$ cat src/rtl/sram_cmd_pkg.sv
// -----------------------------------------------------------------------------
// sram_cmd_pkg
// Shared types for the AVR-side SRAM command engine: the 3-bit opcode set,
// the access sequencer states and small opcode classification helpers.
// -----------------------------------------------------------------------------
package sram_cmd_pkg;

  typedef enum logic [2:0] {
    CMD_NOP       = 3'd0,
    CMD_SHIFT     = 3'd1,
    CMD_READ      = 3'd2,
    CMD_WRITE     = 3'd3,
    CMD_READ_INC  = 3'd4,
    CMD_WRITE_INC = 3'd5,
    CMD_SNES_ON   = 3'd6,
    CMD_SNES_OFF  = 3'd7
  } cmd_op_e;

  typedef enum logic [1:0] {
    ST_IDLE   = 2'd0,
    ST_SETUP  = 2'd1,
    ST_STROBE = 2'd2,
    ST_HOLD   = 2'd3
  } state_e;

  // Opcodes that run a timed bus cycle.
  function automatic logic op_is_access(input cmd_op_e op);
    return (op == CMD_READ) || (op == CMD_WRITE) ||
           (op == CMD_READ_INC) || (op == CMD_WRITE_INC);
  endfunction

  function automatic logic op_is_write(input cmd_op_e op);
    return (op == CMD_WRITE) || (op == CMD_WRITE_INC);
  endfunction

  function automatic logic op_is_inc(input cmd_op_e op);
    return (op == CMD_READ_INC) || (op == CMD_WRITE_INC);
  endfunction

endpackage

$ cat src/rtl/sram_addr_reg.sv
// -----------------------------------------------------------------------------
// sram_addr_reg
// SRAM address register. Loads serially (MSB first) from si_i and optionally
// post-increments by one, wrapping modulo 2^ADDR_WIDTH.
//
// Ports
//   clk_i       clock
//   rst_i       asynchronous active-high reset (address -> 0)
//   shift_en_i  shift si_i into the LSB
//   si_i        serial address bit
//   inc_en_i    add one to the address (ignored when INC_EN = 0)
//   addr_o      current address
//
// INC_EN = 0 leaves the incrementer out entirely.
// -----------------------------------------------------------------------------
module sram_addr_reg #(
  parameter int ADDR_WIDTH = 21,
  parameter bit INC_EN     = 1'b1
) (
  input  logic                  clk_i,
  input  logic                  rst_i,
  input  logic                  shift_en_i,
  input  logic                  si_i,
  input  logic                  inc_en_i,
  output logic [ADDR_WIDTH-1:0] addr_o
);

  logic [ADDR_WIDTH-1:0] addr_q;
  logic [ADDR_WIDTH-1:0] addr_d;
  logic [ADDR_WIDTH-1:0] addr_inc;

  generate
    if (INC_EN) begin : g_inc
      assign addr_inc = addr_q + ADDR_WIDTH'(1);
    end else begin : g_no_inc
      logic unused_inc_en;
      assign unused_inc_en = inc_en_i;
      assign addr_inc      = addr_q;
    end
  endgenerate

  always_comb begin
    addr_d = addr_q;
    if (shift_en_i) begin
      addr_d = {addr_q[ADDR_WIDTH-2:0], si_i};
    end else if (INC_EN && inc_en_i) begin
      addr_d = addr_inc;
    end
  end

  always_ff @(posedge clk_i or posedge rst_i) begin
    if (rst_i) begin
      addr_q <= '0;
    end else begin
      addr_q <= addr_d;
    end
  end

  assign addr_o = addr_q;

endmodule

$ cat src/rtl/sram_cmd_engine.sv
// -----------------------------------------------------------------------------
// sram_cmd_engine
// AVR-side SRAM access engine: decodes 3-bit opcodes, loads the SRAM address
// serially, runs timed read/write strobe sequences and holds the SNES/AVR
// bus-ownership flag.
//
// Ports
//   clk, reset               clock, asynchronous active-high reset
//   cmd, cmd_valid           opcode and strobe
//   cmd_ready                engine idle (registered)
//   cmd_err                  one-cycle pulse on an access rejected in SNES mode
//   si                       serial address bit, MSB first
//   avr_wdata                write data, captured on accept
//   avr_rdata, rdata_valid   read result and its update pulse
//   sram_addr                address register
//   sram_dout, sram_doe      data to SRAM and its drive enable
//   sram_din                 data from SRAM
//   sram_ce_n/oe_n/we_n      active-low strobes (all registered)
//   snes_mode                1 = SNES owns SRAM
//
// Build option: define SRAM_CMD_AUTOINC_EN to make READ_INC/WRITE_INC
// post-increment the address; otherwise they behave as READ/WRITE.
//
// state  | meaning
// IDLE   | ready for a command, bus released
// SETUP  | ce_n low, oe_n low (read) or doe high (write)
// STROBE | WAIT_CYCLES cycles of oe_n/we_n low, down-counter to zero
// HOLD   | strobe released, ce_n/data held one cycle, read result valid
// -----------------------------------------------------------------------------
module sram_cmd_engine
  import sram_cmd_pkg::*;
#(
  parameter int ADDR_WIDTH  = 21,
  parameter int DATA_WIDTH  = 8,
  parameter int WAIT_CYCLES = 2
) (
  input  logic                  clk,
  input  logic                  reset,
  input  logic [2:0]            cmd,
  input  logic                  cmd_valid,
  output logic                  cmd_ready,
  output logic                  cmd_err,
  input  logic                  si,
  input  logic [DATA_WIDTH-1:0] avr_wdata,
  output logic [DATA_WIDTH-1:0] avr_rdata,
  output logic                  rdata_valid,
  output logic [ADDR_WIDTH-1:0] sram_addr,
  output logic [DATA_WIDTH-1:0] sram_dout,
  output logic                  sram_doe,
  input  logic [DATA_WIDTH-1:0] sram_din,
  output logic                  sram_ce_n,
  output logic                  sram_oe_n,
  output logic                  sram_we_n,
  output logic                  snes_mode
);

  localparam int CW = (WAIT_CYCLES > 1) ? $clog2(WAIT_CYCLES) : 1;

`ifdef SRAM_CMD_AUTOINC_EN
  localparam bit INC_EN = 1'b1;
`else
  localparam bit INC_EN = 1'b0;
`endif

  state_e                state_q, state_d;
  logic [CW-1:0]         cnt_q, cnt_d;
  logic                  wr_q, wr_d;
  logic [DATA_WIDTH-1:0] wdata_q, wdata_d;
  logic [DATA_WIDTH-1:0] rdata_q, rdata_d;
  logic                  rvalid_q, rvalid_d;
  logic                  err_q, err_d;
  logic                  snes_q, snes_d;
  logic                  ready_q, ready_d;
  logic                  ce_n_q, ce_n_d;
  logic                  oe_n_q, oe_n_d;
  logic                  we_n_q, we_n_d;
  logic                  doe_q, doe_d;
`ifdef SRAM_CMD_AUTOINC_EN
  logic                  inc_q, inc_d;
`endif

  logic    accept;
  logic    shift_en;
  logic    inc_en;
  cmd_op_e op;

  assign op     = cmd_op_e'(cmd);
  assign accept = cmd_valid && ready_q;

  sram_addr_reg #(
    .ADDR_WIDTH (ADDR_WIDTH),
    .INC_EN     (INC_EN)
  ) u_addr_reg (
    .clk_i      (clk),
    .rst_i      (reset),
    .shift_en_i (shift_en),
    .si_i       (si),
    .inc_en_i   (inc_en),
    .addr_o     (sram_addr)
  );

  always_ff @(posedge clk or posedge reset) begin
    if (reset) begin
      state_q  <= ST_IDLE;
      cnt_q    <= '0;
      wr_q     <= 1'b0;
      wdata_q  <= '0;
      rdata_q  <= '0;
      rvalid_q <= 1'b0;
      err_q    <= 1'b0;
      snes_q   <= 1'b0;
      ready_q  <= 1'b1;
      ce_n_q   <= 1'b1;
      oe_n_q   <= 1'b1;
      we_n_q   <= 1'b1;
      doe_q    <= 1'b0;
    end else begin
      state_q  <= state_d;
      cnt_q    <= cnt_d;
      wr_q     <= wr_d;
      wdata_q  <= wdata_d;
      rdata_q  <= rdata_d;
      rvalid_q <= rvalid_d;
      err_q    <= err_d;
      snes_q   <= snes_d;
      ready_q  <= ready_d;
      ce_n_q   <= ce_n_d;
      oe_n_q   <= oe_n_d;
      we_n_q   <= we_n_d;
      doe_q    <= doe_d;
    end
  end

`ifdef SRAM_CMD_AUTOINC_EN
  always_ff @(posedge clk or posedge reset) begin
    if (reset) begin
      inc_q <= 1'b0;
    end else begin
      inc_q <= inc_d;
    end
  end
`endif

  always_comb begin
    state_d  = state_q;
    cnt_d    = cnt_q;
    wr_d     = wr_q;
    wdata_d  = wdata_q;
    rdata_d  = rdata_q;
    rvalid_d = 1'b0;
    err_d    = 1'b0;
    snes_d   = snes_q;
    shift_en = 1'b0;
    inc_en   = 1'b0;
`ifdef SRAM_CMD_AUTOINC_EN
    inc_d    = inc_q;
`endif

    case (state_q)
      ST_IDLE: begin
        if (accept) begin
          if (op == CMD_SHIFT) begin
            shift_en = 1'b1;
          end else if (op == CMD_SNES_ON) begin
            snes_d = 1'b1;
          end else if (op == CMD_SNES_OFF) begin
            snes_d = 1'b0;
          end else if (op_is_access(op)) begin
            // In SNES mode the access is swallowed: bus untouched, error pulse.
            if (snes_q) begin
              err_d = 1'b1;
            end else begin
              state_d = ST_SETUP;
              wr_d    = op_is_write(op);
              wdata_d = avr_wdata;
`ifdef SRAM_CMD_AUTOINC_EN
              inc_d   = op_is_inc(op);
`endif
            end
          end
        end
      end
      ST_SETUP: begin
        state_d = ST_STROBE;
        cnt_d   = CW'(WAIT_CYCLES - 1);
      end
      ST_STROBE: begin
        if (cnt_q == '0) begin
          state_d = ST_HOLD;
          // Last strobe cycle: data has settled for WAIT_CYCLES cycles.
          if (!wr_q) begin
            rdata_d  = sram_din;
            rvalid_d = 1'b1;
          end
        end else begin
          cnt_d = cnt_q - CW'(1);
        end
      end
      ST_HOLD: begin
        state_d = ST_IDLE;
`ifdef SRAM_CMD_AUTOINC_EN
        inc_en  = inc_q;
`endif
      end
      default: begin
        state_d = ST_IDLE;
      end
    endcase

    // Bus outputs are decoded from the next state and registered so that the
    // strobes are glitch-free and reset drops them asynchronously.
    ready_d = (state_d == ST_IDLE);
    ce_n_d  = (state_d == ST_IDLE);
    oe_n_d  = !(!wr_d && ((state_d == ST_SETUP) || (state_d == ST_STROBE)));
    we_n_d  = !(wr_d && (state_d == ST_STROBE));
    doe_d   = wr_d && (state_d != ST_IDLE);
  end

  assign cmd_ready   = ready_q;
  assign cmd_err     = err_q;
  assign avr_rdata   = rdata_q;
  assign rdata_valid = rvalid_q;
  assign sram_dout   = wdata_q;
  assign sram_doe    = doe_q;
  assign sram_ce_n   = ce_n_q;
  assign sram_oe_n   = oe_n_q;
  assign sram_we_n   = we_n_q;
  assign snes_mode   = snes_q;

endmodule
$ cat config.mk
export PLATFORM = sky130hd
export DESIGN_NAME = sram_cmd_engine
export DESIGN_NICKNAME = d
export VERILOG_FILES = /design/src/rtl/sram_cmd_pkg.sv /design/src/rtl/sram_addr_reg.sv /design/src/rtl/sram_cmd_engine.sv
export SDC_FILE = /design/constraint.sdc
export NUM_CORES = 1
export LEC_CHECK = 0
export BUFFER_PORTS_ARGS = -buffer_cell sky130_fd_sc_hd__buf_2
export CAP_MARGIN = 20
export CORE_MARGIN = 1
export CORE_UTILIZATION = 49
export CTS_CLUSTER_SIZE = 30
export DETAILED_ROUTE_END_ITERATION = 10
export PLACE_DENSITY = 0.78
export SYNTH_ARGS = -nofsm -noshare
export SYNTH_HDL_FRONTEND = slang
export SYNTH_HIERARCHICAL = 1
export SYNTH_SLANG_ARGS = --single-unit
export TNS_END_PERCENT = 1
$ cat constraint.sdc
create_clock -name clk -period 2.6 [get_ports clk]
set_clock_uncertainty 0.15 [all_clocks]
set_input_delay 0.26 -clock clk [delete_from_list [all_inputs] [get_ports clk]]
set_output_delay 0.26 -clock clk [all_outputs]
set_load 0.1 [all_outputs]
==> results.py <==
metrics = {
    "yosys": {
        "syn_inst": 126,
        "synth_warnings": 6,
        "synth_area_sq_um": 2030,
        "synth.net_count": 153,
        "syn_area_per_cell_sq_um": 16.1,
    },
    "grt": {
        "grt_max_degree": 28,
        "grt.total_usage": 0.174,
        "met1_usage": 0.199,
        "busiest_layer": "met2",
        "grt_pass1_vias": 1193,
        "grt_antenna_before_repair": 0,
        "grt_pass1_wl_um": 5550,
        "use_met3": 0.0776,
        "grt-ovfl-total": 0,
        "use_met2": 0.293,
    },
    "min_path": {
        "holdPathEnd": "avr_rdata[7]",
        "holdCritPathClass": "input pin to flip-flop",
        "hp-start": "sram_din[7]",
        "hold_path_depth": 2,
    },
    "worst_setup_path": {
        "critical_path_required_ns": 2.63,
        "worst_r2r_endpoint": "u_addr_reg/addr_o[7]",
        "reg2reg_from": "state_q[0]",
        "crit_arrival_ns": 2.20,
        "r2r_cells": 6,
        "r2r_slack_ns": 0.43,
        "startpoint_type": "flip-flop",
        "critPathCaptureType": "flip-flop",
        "cp_max_fo": 21,
        "worst-setup-path-type": "flip-flop to flip-flop",
    },
    "routing": {
        "wl_per_cell_um": 14.0,
        "via_per_inst": 4.93,
        "firstDrtPassIters": 6,
        "drc": 0,
        "postRouteAntennaNets": 0,
        "wirelength_um": 3500,
        "drtIter0Drc": 26,
        "num_vias": 1232,
    },
    "floorplan": {
        "start_util": 0.507,
        "core_area_sq_um": 4000,
        "die_x_um": 66.3,
        "die_area_sq_um": 4400,
        "die_h_um": 66.3,
        "fp-row-count": 23,
        "ioPinCount": 68,
    },
    "final_layout": {
        "area_growth_pct": 24.9,
        "antenna_cells": 0,
        "finalNetCount": 227,
        "drive_gt1_frac": 0.615,
    },
    "sta": {
        "max_freq_mhz": 460,
        "finalSetupViolCount": 0,
        "period_share": 0.835,
        "slew_headroom": 0.506,
        "worstMarginPinSlew_ns": 0.741,
        "whs_ns": 0.0400,
        "period_minus_slack_ns": 2.17,
        "hold_viol": 0,
        "final-max-slew-violation-count": 0,
        "rsz0062_at_grt": "false",
        "finalSetupTns_ns": 0,
    },
    "cts": {
        "cts_setup_buffers": 0,
        "cts_root_buf": "clkbuf_8",
        "htreeDepth": 2,
        "clk_path_buf_depth": 2,
        "numCtsBuffers": 5,
        "cts.sink_count": 48,
        "path_clk_slew_ns": 0.08,
        "clk_latency_ns": 0.29,
        "cts_tree": "yes",
    },
    "run_status": {
        "status": "finished, final reports clean",
    },
    "placed_design": {
        "gp_congestion": 0.746,
        "portBuffers": 67,
        "place_hpwl_um": 2580,
    },
    "job": {
        "drv_cap": 0,
    },
}
layer usage:
metal,vias up,part of all wire
li1,575,-
met1,601,0.40
met2,51,0.51
met3,5,0.081
met4,0,0.0083
met5,-,0
flip-flops by register name (all words and copies together) (netlist names), 2 cells and up:
signal             count
u_addr_reg/addr_o     21
sram_dout              8
state_q                2
avr_rdata              8
area by class of cell:
cell class              instances  area [sq um]
clock buffers                   6          72.6
clock inverters                 1          5.00
fillers                       311          1470
inverters                       4          15.0
multi-input cells              69           764
flip-flops and latches         48          1200
well taps                      50          62.6
repair buffers                 72           408
worst max-delay path, cell delays in order, from the launching register on:
cell and delay [ns]:
dfrtp_1 0.39, inv_1 0.09, ha_1 0.24, nand3_2 0.18
nor4b_2 0.41, buf_12 0.25, mux2_2 0.35
timing repair:
| item | CTS | global route |
|---|---|---|
| endpoints found under the hold margin | 21 | 0 |
| hold buffers | 1 | 0 |
| resized for setup | 0 | 0 |
metrics by stage:
stage	area (sq um)	util	setup WS [ns]	instances
after floorplan	2030	-	0.0825	126
after global placement	2420	0.604	0.541	241
after detailed placement	2420	0.604	0.448	241
after CTS	2500	0.626	0.406	249
after global routing	2530	0.633	0.289	250
final	2530	0.633	0.428	250
worst max-delay path by stage:
stage | startpoint | to
floorplan | sram_ce_n | u_addr_reg/addr_o[0]
global placement | state_q[0] | u_addr_reg/addr_o[7]
global route | state_q[0] | u_addr_reg/addr_o[7]
finish | state_q[0] | u_addr_reg/addr_o[7]
detailed placement | state_q[0] | u_addr_reg/addr_o[7]
CTS | state_q[0] | u_addr_reg/addr_o[7]
layout by cell type, fill, tap and decap left out:
cell type	n
clkbuf_1	1
nand3_2	1
buf_2	67
or2_2	1
clkinv_2	1
nor3_4	1
nor2_1	3
nand2b_1	3
inv_1	4
clkbuf_8	5
mux2i_1	3
nand2_1	3
buf_4	2
buf_16	1
dfstp_2	3
buf_12	1
xnor2_1	1
dlygate4sd3_1	1
o31ai_1	1
dfrtp_1	45
ha_1	4
o22ai_1	1
nor3b_1	2
nor4b_2	1
nor2b_1	3
a21oi_1	1
mux2_2	15
mux2_4	24
o21ai_0	1
Power is left out: the tool's default activity adds up to more than one toggle a clock period on the data nets, which glitch-free logic cannot reach.
